===== config.mk =====
export PLATFORM = sky130hd
export DESIGN_NAME = reg_serializer_tx_clkneg_8bit
export DESIGN_NICKNAME = d
export VERILOG_FILES = /design/src/rtl/reg_serializer_tx_clkneg_8bit_pkg.sv /design/src/rtl/bit_period_timer_clkneg.sv /design/src/rtl/reg_serializer_tx_clkneg_8bit.sv
export SDC_FILE = /design/constraint.sdc
export NUM_CORES = 1
export LEC_CHECK = 0
export CORE_MARGIN = 10
export CORE_UTILIZATION = 54
export DETAILED_ROUTE_END_ITERATION = 8
export PLACE_DENSITY = 0.83
export SETUP_SLACK_MARGIN = 0.4
export SYNTH_ARGS = -nofsm -noshare
export SYNTH_HDL_FRONTEND = slang
export SYNTH_SLANG_ARGS = --single-unit

===== constraint.sdc =====
create_clock -name Clk -period 3.7 [get_ports Clk]
set_input_delay 0.74 -clock Clk [delete_from_list [all_inputs] [get_ports Clk]]
set_output_delay 0.74 -clock Clk [all_outputs]
set_load 0.05 [all_outputs]

===== src/rtl/reg_serializer_tx_clkneg_8bit_pkg.sv =====
// Shared constants for the negedge serializer: FSM state encodings and a
// width helper for counters.
package reg_serializer_tx_clkneg_8bit_pkg;

  localparam logic [1:0] ST_IDLE  = 2'b00;
  localparam logic [1:0] ST_START = 2'b01;
  localparam logic [1:0] ST_DATA  = 2'b10;
  localparam logic [1:0] ST_STOP  = 2'b11;

  // ceil(log2(v)), never below 1 so a counter always has at least one bit
  function automatic int clog2_min1(input int v);
    int r;
    r = 0;
    while ((1 << r) < v) r++;
    return (r < 1) ? 1 : r;
  endfunction

endpackage


===== src/rtl/bit_period_timer_clkneg.sv =====
// Negedge bit-period down-counter; o_tick marks the last cycle of each
// BIT_CYCLES-long period while running.
module bit_period_timer_clkneg
  import reg_serializer_tx_clkneg_8bit_pkg::*;
#(
  parameter int BIT_CYCLES = 4
) (
  input  logic Clk,
  input  logic Resetbar,
  input  logic i_restart,
  input  logic i_run,
  output logic o_tick
);

  localparam int            CW     = clog2_min1(BIT_CYCLES);
  localparam logic [CW-1:0] RELOAD = CW'(BIT_CYCLES - 1);

  logic [CW-1:0] r_cnt;

  always_ff @(negedge Clk) begin
    if (!Resetbar)
      r_cnt <= '0;
    else if (i_restart)
      r_cnt <= RELOAD;
    else if (i_run)
      r_cnt <= (r_cnt == '0) ? RELOAD : r_cnt - CW'(1);
  end

  assign o_tick = i_run && (r_cnt == '0);

endmodule


===== src/rtl/reg_serializer_tx_clkneg_8bit.sv =====
// Serial transmit end of the negedge 8-bit register family: captures a byte
// on Loadbar low and sends start bit, WIDTH data bits, stop bit.
module reg_serializer_tx_clkneg_8bit
  import reg_serializer_tx_clkneg_8bit_pkg::*;
#(
  parameter int WIDTH      = 8,
  parameter int BIT_CYCLES = 4,
  parameter int LSB_FIRST  = 1
) (
  input  logic             Clk,
  input  logic             Resetbar,
  input  logic [WIDTH-1:0] in,
  input  logic             Loadbar,
  output logic             Sout,
  output logic             Busy,
  output logic             Done
);

  localparam int            IW       = clog2_min1(WIDTH);
  localparam logic [IW-1:0] LAST_BIT = IW'(WIDTH - 1);

  logic [1:0]       r_state;
  logic [WIDTH-1:0] r_shift;
  logic [IW-1:0]    r_bit_idx;
  logic             r_sout;
  logic             r_busy;
  logic             r_done;

  logic             w_load;
  logic             w_tick;
  logic             w_next_bit;
  logic [WIDTH-1:0] w_shifted;

  // Loads are only seen in IDLE, so a strobe during a frame is simply dropped
  assign w_load     = (r_state == ST_IDLE) && !Loadbar;
  assign w_next_bit = (LSB_FIRST != 0) ? r_shift[0] : r_shift[WIDTH-1];
  assign w_shifted  = (LSB_FIRST != 0) ? (r_shift >> 1) : (r_shift << 1);

  bit_period_timer_clkneg #(
    .BIT_CYCLES(BIT_CYCLES)
  ) u_timer (
    .Clk      (Clk),
    .Resetbar (Resetbar),
    .i_restart(w_load),
    .i_run    (r_busy),
    .o_tick   (w_tick)
  );

  always_ff @(negedge Clk) begin
    if (!Resetbar) begin
      r_state   <= ST_IDLE;
      r_shift   <= '0;
      r_bit_idx <= '0;
      r_sout    <= 1'b1;
      r_busy    <= 1'b0;
      r_done    <= 1'b0;
    end else begin
      r_done <= 1'b0;
      case (r_state)
        ST_IDLE: begin
          if (w_load) begin
            r_shift   <= in;
            r_bit_idx <= '0;
            r_sout    <= 1'b0;
            r_busy    <= 1'b1;
            r_state   <= ST_START;
          end
        end
        ST_START: begin
          if (w_tick) begin
            r_sout    <= w_next_bit;
            r_shift   <= w_shifted;
            r_bit_idx <= '0;
            r_state   <= ST_DATA;
          end
        end
        ST_DATA: begin
          if (w_tick) begin
            if (r_bit_idx == LAST_BIT) begin
              r_sout  <= 1'b1;
              r_state <= ST_STOP;
            end else begin
              r_sout    <= w_next_bit;
              r_shift   <= w_shifted;
              r_bit_idx <= r_bit_idx + IW'(1);
            end
          end
        end
        ST_STOP: begin
          if (w_tick) begin
            r_busy  <= 1'b0;
            r_done  <= 1'b1;
            r_state <= ST_IDLE;
          end
        end
        default: r_state <= ST_IDLE;
      endcase
    end
  end

  assign Sout = r_sout;
  assign Busy = r_busy;
  assign Done = r_done;

endmodule


==> summary.txt <==
Die area - 4030 sq um
Place WS - -0.145 ns
Leak - 0.652 nW
Mux contribution to synthesized area - 18.5%
DR DRC count - 0
Initial antenna violation count - 0
Worst Tran Pin Value - 0.396 ns
Post-synth EDFFs - 0
Critical path's slowest cell - dfxtp_2
Most frequent cells in the layout - 25 x nand2_1, 23 x inv_1, 15 x dfxtp_1
Drt pass-1 iters - 4
Cells after synthesis - 115
DIE WIDTH - 63.5 um
Cell Chain, Critical Path - buf_12
Area share of and/or/nand/nor cells after synthesis - 17.0%
Largest net degree at the start of global routing - 26
Most used DFF post-synth - dfxtp_1
NumNets Final - 170
Total Wirelength - 2110 um
Inst Count DP - 152
Hpwl dp - 1550 um
Max-Cap Viols - 0
Ys async rst share - 0%
Register bit total from synthesis - 18
Clk slew on worst S/H paths - 0.04 ns
Die height - 63.5 um
CTS sink cnt - 18
RSZ-0062 raised after global routing - true
Grt ovf - 0
Clk root buf - clkbuf_4
Critical path capture point type - primary output
Post-Synth Adder-Cell Area - 12.2%
Vias/cell - 5.08
Syn nets - 136
CP top delay family - flip-flops
Clk_lat worst skew - 0.37 ns
Yosys warns - 0
Instance count on the critical path - 1
Setup Skew - 0.0149 ns
Max IR drop VDD - 533 uV
Tightest Hold Check Type - flop to flop
Starting density of the core - 57.9%
Slew headroom - 73.6%
Port Buf Inserts - 13
Register cell area after layout - 364 sq um
H-tree levels - 1
Largest family of logic cells by synthesized area - multiplexers
GRT Overall Usage - 10.6%
Fillcell total - 145
First-pass GRT wire length - 3550 um
Fin Hold WS - 0.464 ns
Xor/xnor share of the synthesized area - 0%
Slew Viols, Final - 0
Clock tree buffer depth - 2
N_diodes - 0
Setup TNS - 0 ns
Setup crit start kind - flop
Register-to-Register Path Depth - 5
Core area - 1760 sq um
Bufs and invs on worst path - 1
Unique masters post-synth - 29
WS Path Type - flop to primary output
Initial DRC Count - 11
Vias - 879
Commonest non-fill, non-tap cell in the layout - nand2_1
Crit-path max FO - 2
Crit path DAT - 2.69 ns
Setup slack after layout - 0.275 ns
PwrDens - 812 nW/um^2
Hold Vio Cnt, Final - 0
I/O pin count - 14
Register area share after synthesis - 35.3%
Vias in the first global route - 880
Share of cells above drive strength 1 - 18.2%
Max incr delay on CP - 0.34 ns
CTS tree - built
Setup Viol. Count Final - 0
Layout area overhead - 30.7%
Multi-input gate area - 623 sq um
Compound-Gate Fraction of Synth Area - 12.1%
Non-Filler Instances - 173
Hold Path Depth - 2
Antenna viol nets, final - 0
RePlAce Congestion - 0.739
Post-Syn Area - 1020 sq um
Finished Core Util - 75.7%
CTS buffer count - 3
CP Data Required Time - 2.96 ns
DR WL/cell - 12.2 um
Num rows - 15
Syn avg cell area - 8.89 sq um
Status - completed
## where the power goes
group	leakage [nW]	internal [mW]	switching (mW)
Sequential	0.149	0.267	0.0490
Clock	0.110	0.0646	0.108
Combinational	0.394	0.305	0.291
## synth_stat cells (2+ instances only)
library cell   n  share of area, %
nand2_1       25               9.2
dfxtp_1       18                35
mux2i_1       11                11
ha_1          10                12
inv_1          7               2.6
mux2_2         7               7.7
a21oi_1        5               2.4
clkbuf_1       5               1.8
nand3_1        3               1.5
o21ai_0        3               1.5
a211oi_1       2               1.5
nand3b_1       2               1.5
## worst paths after layout
check	startpoint	slack (ns)	to
hold reg to reg	r_shift[7]$_SDFFE_NN0P_	0.46	r_shift[7]$_SDFFE_NN0P_
setup / recovery	Sout$_SDFFE_NN1P_	0.27	Sout
hold / removal	r_shift[7]$_SDFFE_NN0P_	0.46	r_shift[7]$_SDFFE_NN0P_
setup reg to reg	r_state[0]$_SDFFE_NN0P_	1.79	r_state[0]$_SDFFE_NN0P_
## state kept, by name, indices dropped and copies added, names as in the netlist
name,count
r_bit_idx,3
r_shift,8
r_state,2
Sout,1
Done,1
Busy,1
u_timer.r_cnt,2
## logic make-up after synthesis
| logic type | count (synthesis) |
|---|---|
| and+or+nand+nor | 38 |
| AOI/OAI and AO/OA | 18 |
| muxes | 18 |
| DFF | 18 |
| buffers and inverters | 13 |
| adders and majority gates | 10 |
## final cells by class
class / count / area share, %
multi-input cells: 84 / 46.6
flip-flops and latches: 18 / 27.2
repair buffers: 18 / 15.0
clock inverters: 19 / 5.43
well taps: 25 / 2.34
clock buffers: 3 / 1.69
inverters: 6 / 1.69
## per-layer routing
layer / up-vias / GRT usage (%) / share of wire [%]
li1: 460 / - / -
met1: 396 / 10.8 / 42
met2: 21 / 17.1 / 52
met3: 2 / 5.30 / 5.6
met4: 0 / 6.28 / 0.76
met5: - / 0 / 0
## metrics by stage
stage / total power, mW / area [sq um]
after floorplan: 0.771 / 1030
final: 1.09 / 1340
after detailed placement: 0.931 / 1230
after global placement: 0.908 / 1230
after global routing: 1.19 / 1340
after CTS: 1.09 / 1330
## repair_timing
action / 4_1_cts / 5_1_grt
resized for setup: 6 / 3
hold buffers: 0 / 0
buffers inserted: 0 / 0
endpoints found under the setup margin: 17 / 13
Note: power is estimated with default switching activity, not from simulation.
